--- config.mk ---
export PLATFORM = sky130hd
export DESIGN_NAME = watches_sec_min_cnt_flat
export DESIGN_NICKNAME = d
export VERILOG_FILES = /design/src/rtl/watches_sec_min_cnt_if.sv /design/src/rtl/watches_sec_min_cnt.sv /design/src/flat_wrapper.sv
export SDC_FILE = /design/constraint.sdc
export NUM_CORES = 1
export LEC_CHECK = 0
export CAP_MARGIN = 10
export CELL_PAD_IN_SITES_DETAIL_PLACEMENT = 1
export CELL_PAD_IN_SITES_GLOBAL_PLACEMENT = 2
export CORE_MARGIN = 4
export CORE_UTILIZATION = 37
export DETAILED_ROUTE_END_ITERATION = 7
export PLACE_DENSITY = 0.89
export SYNTH_ARGS = -nofsm -noshare
export SYNTH_HDL_FRONTEND = slang
export SYNTH_SLANG_ARGS = --single-unit
--- constraint.sdc ---
create_clock -name clk_i -period 2.4 [get_ports clk_i]
set_input_delay 0.48 -clock clk_i [delete_from_list [all_inputs] [get_ports clk_i]]
set_output_delay 0.48 -clock clk_i [all_outputs]
set_load 0.02 [all_outputs]
--- src/rtl/watches_sec_min_cnt_if.sv ---
// rtl/watches_sec_min_cnt_if.sv - user controls and time outputs of the seconds/minutes timebase
interface watches_sec_min_cnt_if;
    logic                    user_min_up_i;
    logic                    user_time_val_i;
    logic [$clog2(59)-1:0]   sec_o;
    logic [$clog2(59)-1:0]   min_o;
    logic                    last_tact_o;

    modport master (
        output user_min_up_i,
        output user_time_val_i,
        input  sec_o,
        input  min_o,
        input  last_tact_o
    );

    modport slave (
        input  user_min_up_i,
        input  user_time_val_i,
        output sec_o,
        output min_o,
        output last_tact_o
    );
endinterface

--- src/rtl/watches_sec_min_cnt.sv ---
// rtl/watches_sec_min_cnt.sv - 1 Hz prescaler with seconds/minutes counters and minute-step button
module watches_sec_min_cnt #(
    parameter int CLK_HZ = 25_000_000,
    parameter int ST_SEC = 0,
    parameter int ST_MIN = 0
) (
    input  logic                   clk_i,
    input  logic                   rst_i,
    watches_sec_min_cnt_if.slave   bus
);
    localparam int PW = (CLK_HZ > 1) ? $clog2(CLK_HZ) : 1;
    localparam int CW = $clog2(59);
    localparam logic [PW-1:0] PRESC_MAX = PW'(CLK_HZ - 1);
    localparam logic [CW-1:0] LAST_VAL  = CW'(59);

    logic [PW-1:0] presc_q, presc_d;
    logic [CW-1:0] sec_q, sec_d;
    logic [CW-1:0] min_q, min_d;
    logic          mu_s1_q, mu_s1_d;
    logic          mu_s2_q, mu_s2_d;
    logic          mu_d_q, mu_d_d;
    logic          last_tact;
    logic          min_up_ena;

    // Setting mode masks the tick so the hour stage never advances while time is edited.
    assign last_tact  = (presc_q == PRESC_MAX) & ~bus.user_time_val_i;
    assign min_up_ena = mu_s2_q & ~mu_d_q;

    always_comb begin
        presc_d = presc_q;
        sec_d   = sec_q;
        min_d   = min_q;
        mu_s1_d = bus.user_min_up_i;
        mu_s2_d = mu_s1_q;
        mu_d_d  = mu_s2_q;
        if (bus.user_time_val_i) begin
            presc_d = '0;
            sec_d   = '0;
            if (min_up_ena) begin
                min_d = (min_q == LAST_VAL) ? '0 : min_q + CW'(1);
            end
        end else if (last_tact) begin
            presc_d = '0;
            if (sec_q == LAST_VAL) begin
                sec_d = '0;
                min_d = (min_q == LAST_VAL) ? '0 : min_q + CW'(1);
            end else begin
                sec_d = sec_q + CW'(1);
            end
        end else begin
            presc_d = presc_q + PW'(1);
        end
    end

    always_ff @(posedge clk_i or posedge rst_i) begin
        if (rst_i) begin
            presc_q <= '0;
            sec_q   <= CW'(ST_SEC);
            min_q   <= CW'(ST_MIN);
            mu_s1_q <= 1'b0;
            mu_s2_q <= 1'b0;
            mu_d_q  <= 1'b0;
        end else begin
            presc_q <= presc_d;
            sec_q   <= sec_d;
            min_q   <= min_d;
            mu_s1_q <= mu_s1_d;
            mu_s2_q <= mu_s2_d;
            mu_d_q  <= mu_d_d;
        end
    end

    assign bus.sec_o       = sec_q;
    assign bus.min_o       = min_q;
    assign bus.last_tact_o = last_tact;
endmodule

--- src/flat_wrapper.sv ---
// flat-port wrapper written by rule: the top's interface ports become plain ports
module watches_sec_min_cnt_flat 
#(
    parameter int CLK_HZ = 25_000_000,
    parameter int ST_SEC = 0,
    parameter int ST_MIN = 0
)
  (clk_i, rst_i, bus_user_min_up_i, bus_user_time_val_i, bus_sec_o, bus_min_o, bus_last_tact_o);
  watches_sec_min_cnt_if bus_i ();
  input  logic clk_i;
  input  logic rst_i;
  input wire logic [$bits(bus_i.user_min_up_i)-1:0] bus_user_min_up_i;
  input wire logic [$bits(bus_i.user_time_val_i)-1:0] bus_user_time_val_i;
  output wire logic [$bits(bus_i.sec_o)-1:0] bus_sec_o;
  output wire logic [$bits(bus_i.min_o)-1:0] bus_min_o;
  output wire logic [$bits(bus_i.last_tact_o)-1:0] bus_last_tact_o;
  assign bus_i.user_min_up_i = bus_user_min_up_i;
  assign bus_i.user_time_val_i = bus_user_time_val_i;
  assign bus_sec_o = bus_i.sec_o;
  assign bus_min_o = bus_i.min_o;
  assign bus_last_tact_o = bus_i.last_tact_o;
  watches_sec_min_cnt #(.CLK_HZ(CLK_HZ), .ST_SEC(ST_SEC), .ST_MIN(ST_MIN)) u_core (.clk_i(clk_i), .rst_i(rst_i), .bus(bus_i));
endmodule
# After elaboration in Yosys (flattened, before gate mapping)
# Index checks and enable logic that the tools add are counted.
[totals] ff_bits=40 elab_cells=30 output_inout_bits=13 input_bits=4
[classes] n_reduce_logical=3 n_addsub=3 n_eq_ne=4 muxes=10 bitwise_logic=4
[op_table] operator="$mux W25" count=2
[op_table] operator="$mux W6" count=8
[op_table] operator="$add A25 B1 Y25 const B" count=1
[op_table] operator="$eq A25 B25 Y1 const B" count=1
[op_table] operator="$add A6 B1 Y6 const B" count=2
[op_table] operator="$eq A6 B6 Y1 const B" count=2
[op_table] operator="$reduce_bool A2 Y1" count=2
[op_table] operator="$reduce_and A3 Y1" count=1
[op_table] operator="$and A1 B1 Y1" count=2
[op_table] operator="$ne A2 B1 Y1 const B" count=1
[op_table] operator="$not A1 Y1" count=2

# Depth between registers and ports, before layout
# Gate-level depths: netlist (run 1).
[logic_depth] word_depth=5 depth_mapped=9 mapped_depth_nobuf=6

# Worst setup path before layout (run 1)
# No wires, ideal clock.
[synth_timing] path_kind="reg-to-reg" start="register u_core.sec_q[0], in the netlist u_core.bus.sec_o[0]" end="register u_core.min_q[2], in the netlist u_core.bus.min_o[2]" t_arrival_ns=1.963 setup_ns=0.128 required_time_ns=2.272 setup_slack_ns=0.309 period_less_slack_ns=2.091 stages_incl_launch_ff=7 path_cell_list="dfrtp_1 > ha_1 > nor2b_1 > a41oi_1 > nand4bb_2 > a21boi_1 > mux2_1"
[synth_between] elab_chain_len=3
[synth_lines] element="start, declared" line="watches_sec_min_cnt.sv:17" source="logic [CW-1:0] sec_q, sec_d;"
[synth_lines] element="start signal, assigned" line="watches_sec_min_cnt.sv:58" source="sec_q <= CW'(ST_SEC);"
[synth_lines] element="$eq A6 B6 Y1" line="watches_sec_min_cnt.sv:44" source="if (sec_q == LAST_VAL) begin"
[synth_lines] element="$reduce_bool A2 Y1 (no line)"
[synth_lines] element="$reduce_and A3 Y1 (no line)"
[synth_lines] element="end signal, assigned" line="watches_sec_min_cnt.sv:59" source="min_q <= CW'(ST_MIN);"
[synth_lines] element="end signal, assigned" line="watches_sec_min_cnt.sv:66" source="min_q <= min_d;"
[synth_lines] element="end, declared" line="watches_sec_min_cnt.sv:18" source="logic [CW-1:0] min_q, min_d;"
# Every way passes these cells.
# A chain may end at the register's enable or synchronous reset.

# Worst setup path in the final report (run 1)
[layout_timing] start="register u_core.presc_q[8]" end="output port bus_last_tact_o"
[layout_between] elab_chain_len=2
[layout_lines] element="start, declared" line="watches_sec_min_cnt.sv:16" source="logic [PW-1:0] presc_q, presc_d;"
[layout_lines] element="start signal, assigned" line="watches_sec_min_cnt.sv:64" source="presc_q <= presc_d;"
[layout_lines] element="$eq A25 B25 Y1" line="watches_sec_min_cnt.sv:26" source="assign last_tact = (presc_q == PRESC_MAX) & ~bus.user_time_val_i;"
[layout_lines] element="$and A1 B1 Y1" line="watches_sec_min_cnt.sv:26"
[layout_lines] element="end, declared" line="flat_wrapper.sv:16" source="output wire logic [$bits(bus_i.last_tact_o)-1:0] bus_last_tact_o;"
# Every way passes these cells.

==> impl_metrics.env, run 1 <==
export IMPL_antenna_found_initial=0
export IMPL_crit_path_start="u_core.presc_q[8]"
export IMPL_wl_met1_um=2380
export IMPL_cp_start_kind="register"
export IMPL_avgViaCountPerCell=5.29
export IMPL_hold_start="u_core.mu_s1_q"
export IMPL_postSynthNetCount=221
export IMPL_drive_gt1_share_pct=12.1
export IMPL_post_route_period_util_pct=94.0
export IMPL_routed_top_layer="met4"
export IMPL_cts_root_buf="clkbuf_8"
export IMPL_vias=1651
export IMPL_portBuffers=16
export IMPL_worstSetupPathType="register to primary output"
export IMPL_clock_path_buffers=2
export IMPL_h_tree_depth=2
export IMPL_yosysSeqAreaShare_pct=47.4
export IMPL_finalWirelength_um=4780
export IMPL_power_frac_comb_pct=20.8
export IMPL_grt_use_total_pct=14.6
export IMPL_critPathMaxFanout=4
export IMPL_drv_slew=0
export IMPL_hp_class="register to register"
export IMPL_drtPass1Iterations=4
export IMPL_arrival_ns=1.78
export IMPL_finalHoldViolCount=0
export IMPL_synthFlopType="dfrtp_1"
export IMPL_clk_pin_slew_ns=0.08
export IMPL_clock_power_share_pct=31.3
export IMPL_syn_avg_cell_area_um2=9.86
export IMPL_outcome="finished, final reports clean"
export IMPL_ys_types=55
export IMPL_drv_cap=0
export IMPL_drt_iter0_markers=62
export IMPL_crit_required_ns=1.92
export IMPL_synth_cells=214
export IMPL_async_reset_ff_share_pct=100
export IMPL_nets=246
export IMPL_clock_fmax_mhz=443
export IMPL_intPower_mw=1.21
export IMPL_ys_warn_count=0
export IMPL_die_area_um2=6980
export IMPL_chipHeight_um=83.5
export IMPL_fin_crit_ns=2.26
export IMPL_ant_nets=0
export IMPL_grt_pass1_wl_um=8390
export IMPL_hold_depth=0
export IMPL_setup_violations=0
export IMPL_areaGrowthSynthToFinish_pct=18.9
export IMPL_crit_path_end_kind="primary output"
export IMPL_fp_row_count=27
export IMPL_die_w_um=83.5
export IMPL_wl_per_cell_um=15.3
export IMPL_ys_ff_latch=40
export IMPL_grt_overflow=0
export IMPL_rsz0062_at_grt="no"
export IMPL_p_seq_share_pct=47.8
export IMPL_synth_edf_count=0
export IMPL_rr_startpoint="u_core.presc_q[8]"
export IMPL_ctsHoldBuffers=0
export IMPL_cts_tree="built"
export IMPL_routed_wl_met3_um=109
export IMPL_p_sw_share_pct=29.8
export IMPL_insertion_delay_ns=0.29
export IMPL_initial_core_util_pct=38.3
export IMPL_core_area_um2=5510
export IMPL_power_net_switching_mw=0.513
export IMPL_grt_start_max_net_pins=41
export IMPL_r2r_end="u_core.bus.min_o[2]"
export IMPL_power_mw=1.72
export IMPL_drc=0
export IMPL_n_antenna_cell=0
export IMPL_synth_area_um2=2110
export IMPL_hold_path_endpoint="u_core.mu_d_d"
export IMPL_cts_sinks=40
export IMPL_io_pins=17
export IMPL_p_leak_nw=1.04
export IMPL_finalSetupTns_ns=0
export IMPL_place_congestion=0.783
export IMPL_met2_wirelength_um=2190
export IMPL_grt_pass1_vias=1728
export IMPL_worst_pin_slew_ns=0.752
export IMPL_skew_ns=0.0118
export IMPL_powerDensity_nw_per_um2=687
export IMPL_relSlewSlack_pct=49.4
export IMPL_dpl_hpwl_um=3340
export IMPL_peakVddDrop_uv=344
export IMPL_cts_buffers=5
export IMPL_reg2reg_depth=6
export IMPL_reg2reg_slack_ns=0.32
[metal layers]
metal  up-vias  track usage, %
li1        808               -
met1       810            19.8
met2        23            23.5
met3        10            2.47
met4         0            5.41
met5         -               0
[state kept, by name (all words and copies together), names as in the netlist]
signal            cells
u_core.bus.min_o      6
u_core.bus.sec_o      6
u_core.mu_d_d         1
u_core.mu_d_q         1
u_core.mu_s1_q        1
u_core.presc_q       25
[kinds of logic (layout without fill, tap and decap cells)]
| kind of cell | Yosys count | in the layout | share of synthesized area, % |
|---|---|---|---|
| and+or+nand+nor | 100 | 100 | 25.9 |
| xor gates and xnor gates | 22 | 22 | 9.13 |
| buffers and inverters | 18 | 44 | 4.39 |
| DFF | 40 | 40 | 47.4 |
| adders and majority gates | 3 | 3 | 1.78 |
| muxes | 5 | 5 | 2.55 |
| AOI/OAI and AO/OA | 26 | 26 | 8.83 |
[stage by stage]
step,setup slack [ns],area (µm²),std cells,hold WS [ns],util [%]
2_1_floorplan,0.309,2110,214,0.331,-
3_5_place_dp,0.0286,2390,303,0.354,43.4
3_3_place_gp,0.105,2390,303,0.332,43.4
6_report,0.144,2510,312,0.373,45.6
5_1_grt,0.0371,2510,312,0.406,45.6
4_1_cts,0.0369,2500,312,0.384,45.5
[power groups by stage]
stage	Sequential [mW]	Combinational (mW)	Clock, mW
floorplan	0.847	0.190	0
global placement	0.837	0.350	0
detailed placement	0.837	0.362	0
CTS	0.823	0.364	0.562
global route	0.840	0.392	0.588
finish	0.824	0.359	0.540
[cell usage after synthesis, types with 2 or more instances]
| cell type | number | area, µm² |
|---|---|---|
| xor2_1 | 5 | 43.8 |
| mux2_1 | 2 | 22.5 |
| buf_2 | 3 | 15.0 |
| or3_1 | 3 | 18.8 |
| inv_1 | 9 | 33.8 |
| clkbuf_1 | 2 | 7.51 |
| nand3_1 | 15 | 75.1 |
| a31oi_1 | 3 | 18.8 |
| nand2b_1 | 2 | 12.5 |
| xnor2_1 | 17 | 149 |
| mux2i_1 | 2 | 20.0 |
| nand4b_1 | 2 | 17.5 |
| a31o_2 | 2 | 17.5 |
| a21oi_1 | 4 | 20.0 |
| dfrtp_1 | 40 | 1000 |
| and4_1 | 2 | 17.5 |
| nor2_1 | 35 | 131 |
| o21ai_0 | 4 | 20.0 |
| nor3_1 | 5 | 25.0 |
| ha_1 | 3 | 37.5 |
| nand2_1 | 11 | 41.3 |
| nand4_1 | 5 | 31.3 |
| nor4_1 | 6 | 37.5 |
[critical path, stage by stage, from the launching register on]
cell and delay (ns):
dfrtp_1 0.43, nor4b_2 0.30, and4_4 0.29, nand2_4 0.05, nor2_1 0.08, dlygate4sd2_1 0.34
[final cells by class]
cell class / instances / area [µm²]
inverter: 9 / 33.8
clock buffer: 6 / 72.6
multi-input combinational: 156 / 1020
clock inverter: 2 / 35.0
tap: 72 / 90.1
sequential: 40 / 1000
fill: 617 / 3000
timing repair buffer: 27 / 254
[layout by cell type, fill, tap and decap left out, drive strengths merged, types with 2 or more instances in the layout]
master / count
buf: 11
nor2: 35
clkbuf: 6
inv: 9
nand3: 16
ha: 3
a31o: 2
dfrtp: 40
mux2i: 2
mux2: 3
a31oi: 3
xnor2: 17
a21oi: 4
nand2: 12
or3: 3
and3: 2
clkdlybuf4s50: 15
nand4b: 2
nor3: 5
and4: 3
xor2: 5
nand4: 6
nor4: 7
o21ai: 4
nand2b: 2
[worst max path at each step]
stage                     slack [ns]  cells after the start             endpoint
after CTS                       0.04                      5      bus_last_tact_o
after floorplan                 0.31                      6  u_core.bus.min_o[2]
after global placement          0.11                      5      bus_last_tact_o
final                           0.14                      5      bus_last_tact_o
after detailed placement        0.03                      5      bus_last_tact_o
after global routing            0.04                      5      bus_last_tact_o
[what timing repair did]
action,4_1_cts,5_1_grt
endpoints found under the hold margin,0,0
gates cloned,0,0
pin swaps,1,1
setup endpoints to repair,1,1
setup buffers,1,0
resized for setup,1,1
Power figures use the tool's default switching activity.
==> inputs of run 2 (changes only) <==
--- a/config.mk
+++ b/config.mk
@@ -5,12 +5,13 @@
 export SDC_FILE = /design/constraint.sdc
 export NUM_CORES = 1
 export LEC_CHECK = 0
-export CAP_MARGIN = 10
+export CAP_MARGIN = 20
 export CELL_PAD_IN_SITES_DETAIL_PLACEMENT = 1
 export CELL_PAD_IN_SITES_GLOBAL_PLACEMENT = 2
 export CORE_MARGIN = 4
 export CORE_UTILIZATION = 37
 export DETAILED_ROUTE_END_ITERATION = 7
+export HOLD_SLACK_MARGIN = 0.12
 export PLACE_DENSITY = 0.89
 export SYNTH_ARGS = -nofsm -noshare
 export SYNTH_HDL_FRONTEND = slang
==> results of run 2 <==
Same layout as run 1: the final DEF is identical, and so are final timing and power.
==> inputs of run 3 (changes only) <==
--- a/config.mk
+++ b/config.mk
@@ -8,7 +8,7 @@
 export CAP_MARGIN = 20
 export CELL_PAD_IN_SITES_DETAIL_PLACEMENT = 1
 export CELL_PAD_IN_SITES_GLOBAL_PLACEMENT = 2
-export CORE_MARGIN = 4
+export CORE_MARGIN = 1
 export CORE_UTILIZATION = 37
 export DETAILED_ROUTE_END_ITERATION = 7
 export HOLD_SLACK_MARGIN = 0.12
==> run 3 against run 2 <==
Compared with the run above:
- die area shrank 14%
- power shrank 6.7%
- setup slack gained 0.11 ns
- global-route usage grew 2.7 points
- critical path depth is the same
==> impl_metrics.env, run 3 (same netlist as run 1, synthesis figures left out) <==
export IMPL_finalHoldViolCount=0
export IMPL_clock_path_buffers=2
export IMPL_grt_pass1_vias=1593
export IMPL_cts_sinks=40
export IMPL_largest_reg_flops=25
export IMPL_nets=246
export IMPL_die_w_um=77.5
export IMPL_cp_start_kind="register"
export IMPL_n_antenna_cell=0
export IMPL_place_inst=304
export IMPL_powerDensity_nw_per_um2=654
export IMPL_drive_gt1_share_pct=11.7
export IMPL_clock_power_share_pct=26.7
export IMPL_drv_slew=0
export IMPL_p_seq_share_pct=51.3
export IMPL_skew_ns=0.00829
export IMPL_power_net_switching_mw=0.510
export IMPL_crit_required_ns=1.92
export IMPL_worst_slack_ns=0.257
export IMPL_grt_start_max_net_pins=41
export IMPL_finalSetupTns_ns=0
export IMPL_finalWirelength_um=4680
export IMPL_cts_tree="built"
export IMPL_relSlewSlack_pct=54.8
export IMPL_top_register="u_core.presc_q"
export IMPL_avgViaCountPerCell=5.29
export IMPL_grt_use_total_pct=17.4
export IMPL_drtPass1Iterations=4
export IMPL_die_area_um2=6010
export IMPL_initial_core_util_pct=38.3
export IMPL_power_frac_comb_pct=22.0
export IMPL_cp_cell_sequence="nor4b_1 -> and4_4 -> nand2_4 -> nor2_1 -> clkbuf_2"
export IMPL_setup_violations=0
export IMPL_critPathMaxFanout=6
export IMPL_clock_fmax_mhz=467
export IMPL_io_pins=17
export IMPL_h_tree_depth=2
export IMPL_power_mw=1.61
export IMPL_dpl_hpwl_um=3250
export IMPL_drt_iter0_markers=68
export IMPL_worst_pin_slew_ns=0.672
export IMPL_p_leak_nw=1.01
export IMPL_antenna_found_initial=0
export IMPL_clk_pin_slew_ns=0.08
export IMPL_peakVddDrop_uv=358
export IMPL_core_area_um2=5510
export IMPL_p_sw_share_pct=31.7
export IMPL_portBuffers=16
export IMPL_chipHeight_um=77.5
export IMPL_layout_cells_non_filler=311
export IMPL_post_route_period_util_pct=89.3
export IMPL_drc=0
export IMPL_vias=1644
export IMPL_drv_cap=0
export IMPL_intPower_mw=1.10
export IMPL_grt_pass1_wl_um=8180
export IMPL_ant_nets=0
export IMPL_place_congestion=0.749
export IMPL_rsz0062_at_grt="no"
export IMPL_pre_cts_ws_ns=0.119
export IMPL_cts_root_buf="clkbuf_8"
export IMPL_areaGrowthSynthToFinish_pct=16.4
export IMPL_outcome="finished, final reports clean"
export IMPL_slowest_delay_ns=0.43
export IMPL_final_cell_mix="dfrtp_1, nor2_1, xnor2_1, nand3_1, clkdlybuf4s50_1"
export IMPL_fp_row_count=27
export IMPL_crit_path_end_kind="primary output"
export IMPL_grt_overflow=0
export IMPL_post_cts_buffers=0
export IMPL_arrival_ns=1.66
export IMPL_layout_commonest_cell="dfrtp_1"
export IMPL_worstSetupPathType="register to primary output"
export IMPL_hp_class="register to register"
export IMPL_utilization_pct=44.6
export IMPL_cp_slowest_cell="dfrtp_1"
export IMPL_insertion_delay_ns=0.29
export IMPL_wl_per_cell_um=15.0
export IMPL_cts_buffers=5
export IMPL_fin_crit_ns=2.14
==> run 3: cell types whose count changed in the layout (fill, tap and decap cells not counted) <==
cell and change:
buf_12 -1, buf_4 +1, bufinv_16 -1, clkbuf_2 +1, dlygate4sd2_1 -1, nor4b_1 +1, nor4b_2 -1
==> run 3: final timing paths <==
check / startpoint / to / slack (ns) / depth (start not counted)
max in group asynchronous: rst_i / u_core.presc_q[3] / 1.42 / 3
min: u_core.mu_s1_q / u_core.mu_d_d / 0.36 / 0
min reg2reg: u_core.mu_s1_q / u_core.mu_d_d / 0.36 / 0
max reg2reg: u_core.presc_q[1] / u_core.bus.min_o[2] / 0.26 / 7
min in group asynchronous: rst_i / u_core.bus.sec_o[5] / 0.62 / 3
max: u_core.presc_q[17] / bus_last_tact_o / 0.26 / 5
==> run 3: per-stage QoR <==
stage | instance area (µm²) | hold slack (ns)
after floorplan | 2110 | 0.331
after global placement | 2380 | 0.334
after detailed placement | 2380 | 0.343
after CTS | 2460 | 0.363
after global routing | 2460 | 0.367
final | 2460 | 0.363
==> run 3: worst max-delay path: cells and delay by family, from the launching register on <==
family | cells | cell delay, ns
and+or+nand+nor | 4 | 0.78
DFF | 1 | 0.43
buffers and inverters | 1 | 0.17
==> run 3: layout make-up <==
cell class / count / area [µm²]
fill: 640 / 3050
clock buffer: 6 / 72.6
sequential: 40 / 1000
clock inverter: 1 / 5.00
inverter: 9 / 33.8
timing repair buffer: 27 / 238
tap: 72 / 90.1
multi-input combinational: 156 / 1020
==> run 3: power by group through the flow <==
| stage | sequential (mW) | clock, mW | combinational, mW |
|---|---|---|---|
| after floorplan | 0.847 | 0 | 0.190 |
| after global placement | 0.835 | 0 | 0.345 |
| after detailed placement | 0.838 | 0 | 0.357 |
| after CTS | 0.824 | 0.447 | 0.357 |
| after global routing | 0.836 | 0.473 | 0.389 |
| final | 0.825 | 0.429 | 0.354 |
==> run 3: layer usage <==
metal,global-route usage (%),wire length [µm],vias to the layer above
met5,0,0,-
met4,4.53,31,0
met3,3.53,127,4
met2,25.5,2120,24
met1,25.9,2400,814
li1,-,-,802
==> run 3: timing repair <==
item                       in CTS  in global routing
hold buffers                    0                  0
gates resized for setup         1                  2
setup endpoints to repair       1                  1
